==> src/rtl/logic_unit_pipe.sv <==
// Pipelined bitwise gate unit: eight 2-input gate functions applied per bit,
// with results buffered in a 2-entry output queue plus reduction flags and a pop counter.

// Single-bit gate slice; the top replicates it across WIDTH bits.
module logic_unit_lane (
    input  logic       a,
    input  logic       b,
    input  logic [2:0] op,
    output logic       y
);
    always_comb begin
        y = 1'b0;
        unique case (op)
            3'd0: y = a & b;
            3'd1: y = ~(a & b);
            3'd2: y = a | b;
            3'd3: y = ~(a | b);
            3'd4: y = a ^ b;
            3'd5: y = ~(a ^ b);
            3'd6: y = ~a;
            3'd7: y = ~b;
            default: y = 1'b0;
        endcase
    end
endmodule

module logic_unit_pipe #(
    parameter int WIDTH = 8,
    parameter int CNT_W = 16
) (
    input  logic             clk,
    input  logic             rst,
    input  logic             in_valid,
    output logic             in_ready,
    input  logic [WIDTH-1:0] a,
    input  logic [WIDTH-1:0] b,
    input  logic [2:0]       op,
    output logic             out_valid,
    input  logic             out_ready,
    output logic [WIDTH-1:0] y,
    output logic [2:0]       y_op,
    output logic             red_and,
    output logic             red_or,
    output logic             red_xor,
    output logic [CNT_W-1:0] done_cnt
);
    typedef struct packed {
        logic [WIDTH-1:0] y;
        logic [2:0]       op;
    } entry_t;

    logic [WIDTH-1:0] gate_y;
    entry_t           new_ent;

    entry_t           head_q, head_d;
    entry_t           tail_q, tail_d;
    logic [1:0]       count_q, count_d;
    logic [CNT_W-1:0] done_cnt_q, done_cnt_d;
    logic             accept, pop;

    for (genvar i = 0; i < WIDTH; i++) begin : g_lane
        logic_unit_lane u_lane (
            .a  (a[i]),
            .b  (b[i]),
            .op (op),
            .y  (gate_y[i])
        );
    end

    assign new_ent   = '{y: gate_y, op: op};
    assign in_ready  = !rst && (count_q < 2'd2);
    assign out_valid = (count_q != 2'd0);
    assign accept    = in_valid && in_ready;
    assign pop       = out_valid && out_ready;

    // Head slot is the visible entry; it is left untouched when the last entry
    // pops so the outputs keep showing the most recently popped result.
    always_comb begin
        head_d     = head_q;
        tail_d     = tail_q;
        count_d    = count_q;
        done_cnt_d = done_cnt_q;
        if (pop) begin
            done_cnt_d = done_cnt_q + CNT_W'(1);
        end
        unique case ({accept, pop})
            2'b10: begin
                if (count_q == 2'd0) head_d = new_ent;
                else                 tail_d = new_ent;
                count_d = count_q + 2'd1;
            end
            2'b01: begin
                if (count_q == 2'd2) head_d = tail_q;
                count_d = count_q - 2'd1;
            end
            // Accept and pop together only occurs with count=1 (full blocks accept).
            2'b11: head_d = new_ent;
            default: ;
        endcase
    end

    always_ff @(posedge clk) begin
        if (rst) begin
            head_q     <= '0;
            tail_q     <= '0;
            count_q    <= 2'd0;
            done_cnt_q <= '0;
        end else begin
            head_q     <= head_d;
            tail_q     <= tail_d;
            count_q    <= count_d;
            done_cnt_q <= done_cnt_d;
        end
    end

    assign y        = head_q.y;
    assign y_op     = head_q.op;
    assign red_and  = &head_q.y;
    assign red_or   = |head_q.y;
    assign red_xor  = ^head_q.y;
    assign done_cnt = done_cnt_q;
endmodule
==> config.mk <==
export PLATFORM = sky130hd
export DESIGN_NAME = logic_unit_pipe
export DESIGN_NICKNAME = d
export VERILOG_FILES = /design/src/rtl/logic_unit_pipe.sv
export SDC_FILE = /design/constraint.sdc
export NUM_CORES = 1
export LEC_CHECK = 0
export ABC_CLOCK_PERIOD_IN_PS = 4500
export CAP_MARGIN = 5
export CORE_ASPECT_RATIO = 1.2
export CORE_UTILIZATION = 30
export CTS_BUF_LIST = sky130_fd_sc_hd__clkbuf_8
export CTS_CLUSTER_DIAMETER = 120
export CTS_CLUSTER_SIZE = 28
export DETAILED_ROUTE_END_ITERATION = 16
export PLACE_DENSITY = 0.59
export SYNTH_ARGS = -nofsm -noshare
export SYNTH_HDL_FRONTEND = slang
export SYNTH_SLANG_ARGS = --single-unit
==> constraint.sdc <==
create_clock -name clk -period 4.5 [get_ports clk]
set_input_delay 0.675 -clock clk [delete_from_list [all_inputs] [get_ports clk]]
set_output_delay 0.675 -clock clk [all_outputs]
set_load 0.02 [all_outputs]
Yosys cells after proc, flatten, opt, wreduce, memory -nomap -nowiden:

Index checks and enable logic that the tools add are counted.
W data, S select, Z words.

* register bits after elaboration: 40
* output and inout port bits: 32
* word-level logic and storage cells: 114
* input bits: 23

* bitwise operators: 65
* equality and inequality tests: 13
* mux-type cells: 12
* $add $sub $neg: 3
* reductions and logical operators: 14
* order comparisons: 1

Operators with widths (count)
* $pmux W1 S8: 8
* $not A1 Y1: 41
* $pmux W11 S3: 1
* $mux W11: 2
* $add A16 B1 Y16 const B: 1
* $eq A3 B3 Y1 const B: 4
* $and A1 B1 Y1: 8
* $or A1 B1 Y1: 8
* $reduce_and A8 Y1: 1
* $reduce_or A8 Y1: 1
* $reduce_xor A8 Y1: 1
* $xor A1 B1 Y1: 8
* $eq A2 B2 Y1 const B: 3
* $eq A3 B2 Y1 const B: 2
* $ne A2 B2 Y1 const B: 2
* $pmux W2 S2: 1
* $reduce_bool A2 Y1: 2
* $eq A3 B1 Y1 const B: 1
* $logic_and A1 B1 Y1: 3
* $logic_not A3 Y1: 1
* $reduce_and A3 Y1: 1
* $reduce_bool A3 Y1: 1
* $add A2 B1 Y2 const B: 1
* $eq A2 B1 Y1 const B: 1
* 5 further kinds: 5

Depth between registers and ports, before layout:

Gate-level depths: netlist of the first run.

* word-level depth: 6
* depth in mapped cells: 11
* mapped depth without buffers: 9

Cells and area by module:

A second synthesis of the first run with hierarchy kept.

* cells, all modules: 336
* area, all modules: 2921.6 µm²

Modules (own cells, without submodules)
* logic_unit_pipe: sequential area each 800.8 µm², instances 1, area each 2040.7 µm², cells each 224
* logic_unit_lane: sequential area each 0.0 µm², instances 8, area each 110.1 µm², cells each 14

Worst setup path after synthesis of the first run:

No wires, ideal clock.

* path type: input-to-reg
* start point: in rst
* end point: reg head_q (netlist bit y[1])
* library setup time: 0.079 ns
* required time: 4.421 ns
* slack: 1.628 ns
* cell stages on the path: 10
* path buffers: 2
* data arrival time: 2.793 ns
* cells stage by stage: clkbuf_1 -> nor2_1 -> nand2_1 -> ha_1 -> buf_6 -> mux2_2 -> o22a_1 -> or2_0 -> or3_4 -> o221ai_2

* longest elaborated chain between the ends: 6
* elaborated cells on any way between the ends: 11
* classes of those cells: 5 x eq/ne; 1 x mux; 5 x reduce/logical

RTL lines
* start: declaration: RTL line 32 `input logic rst,`
* $logic_not A1 Y1 *: RTL line 71 `assign in_ready = !rst && (count_q < 2'd2);`
* $logic_and A1 B1 Y1 *: RTL line 71
* net in_ready: RTL line 34 `output logic in_ready,`
* $logic_and A1 B1 Y1 *: RTL line 73 `assign accept = in_valid && in_ready;`
* $eq A2 B1 Y1 or $eq A2 B2 Y1 (tied branches): RTL line 86 `unique case ({accept, pop})`
* $ne A2 B2 Y1 (no source line) or $reduce_bool A3 Y1 (tied branches)
* $reduce_and A3 Y1 (no source line)
* end signal: assignment: RTL line 104 `head_q <= '0;`
* end signal: assignment: RTL line 109 `head_q <= head_d;`
* end: declaration: RTL line 55 `entry_t head_q, head_d;`

The timed path passes the listed nets; every way through them passes the cells marked *.
A chain may end at the register's enable or synchronous reset.

Worst setup path after layout of the first run:

* start point: in rst
* end point: reg head_q (netlist bit y[5])

* longest elaborated chain between the ends: 6
* elaborated cells on any way between the ends: 11
* classes of those cells: 5 x eq/ne; 1 x mux; 5 x reduce/logical

RTL lines (RTL line)
* $logic_not A1 Y1: 71
* $logic_and A1 B1 Y1: 71
* $logic_and A1 B1 Y1: 73
* $eq A2 B1 Y1 or $eq A2 B2 Y1 (tied branches): 86
* $ne A2 B2 Y1 (no source line) or $reduce_bool A3 Y1 (tied branches)
* $reduce_and A3 Y1 (no source line)

Several ways; a longest one is shown, not always the timed one.

==> impl_summary.md, run 1 <==
Status
The flow ran to the end, and the final reports show no timing, DRC or antenna violations.

Clock network
The CTS buffer count is 5. The clock root buffer is sky130_fd_sc_hd__clkbuf_8. CTS saw 40 sinks.

The clock input transition at the sequential cells of the worst setup and hold paths is 0.08 ns. The clock latency on the worst-skew pair is 0.30 ns. In this run the deepest clock path goes through 2 buffers. The number of buffers inserted for hold repair after clock tree synthesis is 0.

The number of setup buffers added after CTS is 0. In this run the number of H-tree levels came out at 2. The quantity of gates resized following cts is 0.

The TritonCTS clock tree is built.

Final layout
Excluding fillers, the count of instances in the completed layout stands at 502. The synthesis-to-finish area growth is 26.29%. The final layout contains 432 nets. The number of antenna diodes in the final layout is 0.

In the final layout, the share of cells above drive strength 1 is 0.07592.

Synth
The total nets after synthesis is 388. The largest total area in the synthesized netlist belongs to sky130_fd_sc_hd__dfxtp_1. Of the post-synthesis cell area, the dominant cell type holds 0.2861. The number of distinct standard cells referenced by the synthesized netlist is 38. For this run, asynchronously set or reset flops after synthesis account for 0. In the post-synthesis netlist, the biggest area contributors are sky130_fd_sc_hd__dfxtp_1 29%, sky130_fd_sc_hd__ha_1 13%, sky130_fd_sc_hd__a211oi_1 6.2%, sky130_fd_sc_hd__nor2_1 4.8%, sky130_fd_sc_hd__inv_1 4.7%.

The post-synthesis sequential element count is 40. The proportion of synthesized chip area in sequential cells is 0.2861. The cell with the most instances after synthesis is sky130_fd_sc_hd__dfxtp_1. The commonest cells after synthesis are 40 x sky130_fd_sc_hd__dfxtp_1, 36 x sky130_fd_sc_hd__nor2_1, 35 x sky130_fd_sc_hd__inv_1, 28 x sky130_fd_sc_hd__ha_1, 25 x sky130_fd_sc_hd__nand2_1.

Dividing the synthesized area by the synthesized cell count gives 8.305 sq um. The number of enable-type register cells in the synthesized netlist is 0. The summed instance area of the synthesized netlist is 0.002799 sq mm. The count of warnings emitted by yosys is 0. The number of instances in the synthesized netlist is 337.

The commonest register cell after synthesis is sky130_fd_sc_hd__dfxtp_1.

Floorplanning
The area of the die is 0.009722 sq mm. For this configuration, the core starts out at a cell density of 0.3098. The die is 107.8 microns tall. In this run the count of I/O pins placed on the die edge is 55.

The core box area is 0.009034 sq mm. The die is 90.18 microns wide. The number of rows created at floorplan is 38.

Power and ir drop
The fraction of power consumed by combinational cells is 0.457. The portion of total power attributed to sequential cells is 0.330. For this design the static power due to leakage is 1.373 nW.

In this run the power density over the cells is 395.2 mW/mm^2. The share of total power dissipated in the clock network is 0.213. For this design the total switching power over the nets is 0.5248 mW. The switching share of power is 0.3757. Internal power comes to 0.8719 mW. VDD sags by at most 163.6 uV. Overall power consumption after layout is estimated at 1.397 mW.

Critical path
The kind of end point of the critical path is a flip-flop. Data on the critical path is required at its endpoint by 4.73 ns. The launching element type of the critical path is an input port. The family with the most delay on the worst path is buffers and inverters. On the worst path, the slowest cell contributes a delay of 0.43 ns.

The largest fanout of any net on the critical path is 18. Walking the worst path, the cells encountered are clkdlybuf4s50_1, nor2_1, nand2_1, ha_1, buf_4, mux2_2, o22a_1, nor2_1, buf_4, nand4b_1, o221ai_2. For the worst setup path, the data arrival time is 3.04 ns. The buffers plus inverters on the worst setup path is 3. The slowest cell on the critical path is sky130_fd_sc_hd__clkdlybuf4s50_1. By startpoint and endpoint, the worst setup path is classified as in2reg.

Job
Max-cap violations in this run came to 0.

Global routing
Across every metal layer, demand over resource in global routing totals 0.1251. The number of antenna violations at the first check in global routing is 0. The global-route wire length before repair is 10.10 mm. The via count of the first global-routing pass is 2170. The residual overflow from global routing is 0. Entering global routing, the biggest net connects 50 pins.

Timing
At the pin with the least slew margin, the transition time is 1.009 ns. The relative slew slack is 0.3254. The setup-violating endpoint count in the final report is 0.

The number of pins with negative max-slew slack in the final report is 0. Setup repair after global routing left no endpoint under its margin. The smallest clock period supported by the final layout is computed as 2.814 ns. The fmax is 355.4 MHz. The sum of negative setup slack is 0 ns. Dividing the final minimum period by the clock period gives 0.6253. The clock skew is 0.01197 ns. The number of failing hold endpoints at the final stage is 0.

Route
In the final routed layout, each cell accounts on average for 11.83 microns. In this run, the number of DRC markers left after iteration 0 of detailed routing was 79. The antenna violation net count after detailed routing is 0. The final layout contains routed wiring with a total length of 5.938 mm. The routed layout has 2411 vias. The number of detailed-routing iterations run before antenna repair is 6. Using the TritonRoute via totals, the vias-per-cell ratio works out to 4.803. For this run, design rule violations remaining after detail routing come to 0.

Place
Routability-driven placement finished with a final weighted congestion of 0.7922. The number of placed instances, taps included, is 494. The count of buffers added on input and output ports is 54.

Once detailed placement completed, the half-perimeter wirelength came to 4.501 mm.

Min path
The type of the most critical hold path is reg2reg.
==> power by group through the flow <==
stage | Combinational, mW | Sequential, mW | Clock [mW]
5_1_grt | 0.700 | 0.471 | 0.319
6_report | 0.639 | 0.461 | 0.297
3_5_place_dp | 0.644 | 0.472 | 0
2_1_floorplan | 0.391 | 0.497 | 0
3_3_place_gp | 0.636 | 0.472 | 0
4_1_cts | 0.648 | 0.464 | 0.307
==> per-layer routing <==
metal  routed length (microns)  GRT usage  vias to the layer above
met2                      2846     0.2110                       46
met4                        78    0.04493                        0
met3                       199    0.02189                        7
met5                         0          0                        -
li1                          -          -                     1263
met1                      2814     0.1595                     1095
==> per-stage QoR <==
stage	worst slack (ns)	hold slack [ns]	utilization	instance area (sq um)
after global placement	1.434	0.4434	0.3789	3423
after CTS	1.681	0.4609	0.3913	3535
after detailed placement	1.375	0.4491	0.3789	3423
final	1.686	0.4599	0.3913	3535
after global routing	1.483	0.4859	0.3913	3535
after floorplan	1.628	0.4360	-	2799
==> registers in the layout, summed over array words and instances, names as in the netlist <==
register and cells:
done_cnt 16, count_q 2, y_op 3, y 8, tail_q 11
==> final timing paths <==
| kind | start | endpoint | slack [ns] | depth (start not counted) |
|---|---|---|---|---|
| min | tail_q[2]$_SDFFE_PP0P_ | tail_q[2]$_SDFFE_PP0P_ | 0.46 | 2 |
| min reg2reg | tail_q[2]$_SDFFE_PP0P_ | tail_q[2]$_SDFFE_PP0P_ | 0.46 | 2 |
| max | rst | y[5]$_SDFFE_PP0P_ | 1.69 | 11 |
| max reg2reg | count_q[1]$_SDFFE_PP0P_ | y[5]$_SDFFE_PP0P_ | 1.81 | 11 |
==> cell type report <==
| type | count | area (sq um) |
|---|---|---|
| Sequential cell | 40 | 800.8 |
| Timing Repair Buffer | 58 | 570.5 |
| Fill cell | 943 | 5499 |
| Clock buffer | 5 | 68.82 |
| Tap cell | 120 | 150.1 |
| Multi-Input combinational cell | 240 | 1767 |
| Clock inverter | 3 | 42.54 |
| Inverter | 36 | 135.1 |
==> cell usage in the layout (no fill, tap or decap), drive strengths merged <==
master / instances
clkdlybuf4s50: 54
o21ai: 7
bufinv: 1
nor3b: 5
o22a: 1
nand4b: 5
or2: 3
ha: 28
and3: 1
o221ai: 10
and4b: 5
nand2: 26
xor2: 9
clkinvlp: 1
nand3: 3
xnor2: 13
mux2: 6
nor2: 36
a211oi: 23
nand4: 5
nand2b: 5
buf: 4
mux2i: 12
inv: 36
clkinv: 1
dfxtp: 40
and4: 2
and2: 1
o32ai: 3
or3: 3
a21oi: 9
nor3: 12
clkbuf: 5
o2111ai: 1
nor4: 6
==> logic make-up (layout without fill, tap and decap cells) <==
family          count (synthesis)  in the layout  share of synthesized area
compound gates                 54             54                     0.1484
xor+xnor                       22             22                    0.06884
fa+ha+maj                      28             28                     0.1252
buf+inv                        57            102                    0.08270
flops                          40             40                     0.2861
mux                            18             18                    0.06705
simple gates                  118            118                     0.2217
==> tightest hold or removal path, cell delays in order (launching register included) <==
cell and delay (ns):
sky130_fd_sc_hd__dfxtp_1 0.32, sky130_fd_sc_hd__nand2_1 0.05, sky130_fd_sc_hd__a21oi_1 0.05
Power figures use the tool's default switching activity.
==> run 2: changes to the inputs <==
Settings changed: ABC_CLOCK_PERIOD_IN_PS 4500 to 2800.
Clock period 4.5 ns to 2.8 ns, I/O delays scaled along.
==> impl_summary.md, run 2 (synthesis results as in run 1) <==
Clock network
The clock input transition at the sequential cells of the worst setup and hold paths is 0.08 ns (about the same). The H-tree depth was 2 (unchanged). The maximum count of clock buffers along a single path was 2 (unchanged).

The quantity of gates resized following cts is 0 (unchanged). The number of sinks handled by clock tree synthesis came to 40 (unchanged). The number of buffers inserted for hold repair after clock tree synthesis came to 0 (unchanged). The TritonCTS clock tree is built.

The clock latency on the worst-skew pair came to 0.29 ns (about the same). The clock root buffer is sky130_fd_sc_hd__clkbuf_8. The number of setup buffers added after CTS is 0 (unchanged). The CTS buffer count is 5 (unchanged).

Final layout
The area taken by multi-input logic gates came to 0.001767 sq mm (unchanged). The antenna diode count is 0 (unchanged). The number of nets in the layout came to 436 (+0.93%).

The register area was 800.8 sq um (unchanged). Compared with the post-synthesis result, the final layout area differs by 28.16%. The layout cell share with drive strength beyond 1 is 0.08549 (+0.009576). The number of fillers in the final layout was 925 (-1.9%).

The commonest non-fill, non-tap cell in the layout is sky130_fd_sc_hd__clkdlybuf4s50_1. In the layout the commonest cells are 54 x sky130_fd_sc_hd__clkdlybuf4s50_1, 40 x sky130_fd_sc_hd__dfxtp_1, 36 x sky130_fd_sc_hd__nor2_1. The flip-flop count of the largest register after layout is 16 (unchanged).

Critical path
The slowest cell on the critical path is sky130_fd_sc_hd__clkdlybuf4s50_1. STA classifies the critical path startpoint as a flip-flop. The largest stage delay on the critical path is 0.62 ns (+0.19 ns). The critical path arrival is 2.01 ns (-1.03 ns). The largest fanout of any net on the critical path is 4 (-14). The most prevalent standard cell on the critical path is sky130_fd_sc_hd__xnor2_1.

The endpoint required time on the critical path is 2.38 ns (-2.35 ns). The type of the worst setup path is reg2out. The critical path goes through inv_1, ha_1, xnor2_1, xnor2_1, clkdlybuf4s50_1. STA classifies the critical path endpoint as an output port.

Timing
The final worst slack is 0.3702 ns (-1.316 ns). The fmax is 411.6 MHz. The sum of negative setup slack came to 0 ns (unchanged).

The number of failing hold endpoints at the final stage is 0 (unchanged). The number of pins with negative max-slew slack in the final report is 0 (unchanged). Dividing the final minimum period by the clock period gives 0.8678. For the finished layout, the period the worst path requires is 2.430 ns. The setup-violating endpoint count in the final report was 0 (unchanged). The clock skew is 0.008691 ns (-0.003275 ns). The relative slew slack is 0.6222 (+0.2969). The transition time at the pin with the least slew margin is 0.5649 ns (-0.4439 ns).

Setup repair after global routing left no endpoint under its margin.

Power and ir drop
The peak supply drop was 226.5 uV (+38%). The power density over the cells is 637.1 mW/mm^2 (+61%). The leakage power is 1.405 nW (+2.3%). The overall power is 2.285 mW (+64%).

Floorplanning
The area of the die is 0.009722 sq mm (unchanged). The width of the chip is 90.18 microns (unchanged). The initial core utilization was 0.3098 (unchanged).

The core box area is 0.009034 sq mm (unchanged). The number of rows created at floorplan is 38 (unchanged). The die height is 107.8 microns (unchanged). The number of top-level pins is 55 (unchanged).

Global routing
The met3 global-route usage is 0.02331 (+0.001412). The most crowded layer after global routing is met2. The fraction of met2 tracks used by global routing is 0.2088 (-0.002181). The via count of the first global-routing pass is 2049 (-5.6%).

The residual overflow from global routing came to 0 (unchanged). The largest net degree at the start of global routing is 50 (unchanged). The met1 usage is 0.1610 (+0.001489).

The number of antenna violations at the first check in global routing is 0 (unchanged). The combined global-route utilization of all metal layers is 0.1248 (-0.0002449). The global-route wire length before repair is 9.853 mm (-2.5%).

Place
The number of port buffers is 54 (unchanged). The routability-driven placement congestion ratio came to 0.8036 (+1.4%). The detailed placement HPWL is 4.556 mm (+1.2%). The setup slack at placement is 0.1275 ns (-1.247 ns).

Route
The antenna violation net count after detailed routing was 0 (unchanged). The per-cell routed wire length is 11.81 microns (-0.19%). The number of detailed-routing iterations run before antenna repair is 4 (-2).

The number of DRC violations after detailed routing came to 0 (unchanged). The number of vias in the routed layout is 2431 (+0.83%). The number of DRC markers in iteration 0 is 148 (+87%). The final wirelength is 5.974 mm (+0.61%). The ratio of routed vias to standard cells was 4.804 (about the same).

Min path
The min-delay analysis places its worst path in the category reg2reg.

Status
The run finished with clean final reports.

Job
The max-cap violation count is 0 (unchanged).
run 2: cell count changes in the layout (fill, tap and decap cells not counted):
cell,delta
sky130_fd_sc_hd__buf_12,+1
sky130_fd_sc_hd__buf_4,+3
sky130_fd_sc_hd__clkbuf_8,+1
sky130_fd_sc_hd__clkinv_2,-1
sky130_fd_sc_hd__clkinv_4,+1
sky130_fd_sc_hd__clkinvlp_4,-1
run 2: report_power, final:
part           total [mW]  internal (mW)  switching (mW)
Combinational        1.04          0.491           0.554
Clock               0.501          0.292           0.210
Sequential          0.739          0.660          0.0794
run 2: layout make-up:
cell class                 instances  area share
sequential                        40      0.2232
inverter                          36     0.03767
clock inverter                     2     0.01081
clock buffer                       6     0.02302
multi-input combinational        240      0.4925
tap                              120     0.04186
timing repair buffer              62      0.1709
run 2: per-layer routing:
layer / vias to the layer above / part of all wire
met5: - / 0
met4: 0 / 0.013
met3: 7 / 0.035
met2: 41 / 0.48
met1: 1111 / 0.48
li1: 1272 / -
run 2: path summary, 6_finish.rpt:
path,start,to,slack [ns],depth (start not counted)
min reg2reg,tail_q[2]$_SDFFE_PP0P_,tail_q[2]$_SDFFE_PP0P_,0.46,2
max,y[2]$_SDFFE_PP0P_,red_xor,0.37,5
min,tail_q[2]$_SDFFE_PP0P_,tail_q[2]$_SDFFE_PP0P_,0.46,2
max reg2reg,count_q[1]$_SDFFE_PP0P_,y[2]$_SDFFE_PP0P_,0.38,9
run 2: per-stage QoR:
| step | instance area [sq um] | utilization | instances | hold WS, ns |
|---|---|---|---|---|
| after floorplan | 2799 | - | 337 | 0.4360 |
| after detailed placement | 3466 | 0.3837 | 498 | 0.4491 |
| after CTS | 3587 | 0.3971 | 506 | 0.4612 |
| after global routing | 3587 | 0.3971 | 506 | 0.4870 |
| final | 3587 | 0.3971 | 506 | 0.4589 |
| after global placement | 3466 | 0.3837 | 498 | 0.4406 |
run 2: critical path, delay by kind of cell, from the launching register on:
family / cells / cell delay, ns
buf+inv: 2 / 0.68
flops: 1 / 0.41
xor+xnor: 2 / 0.33
fa+ha+maj: 1 / 0.30
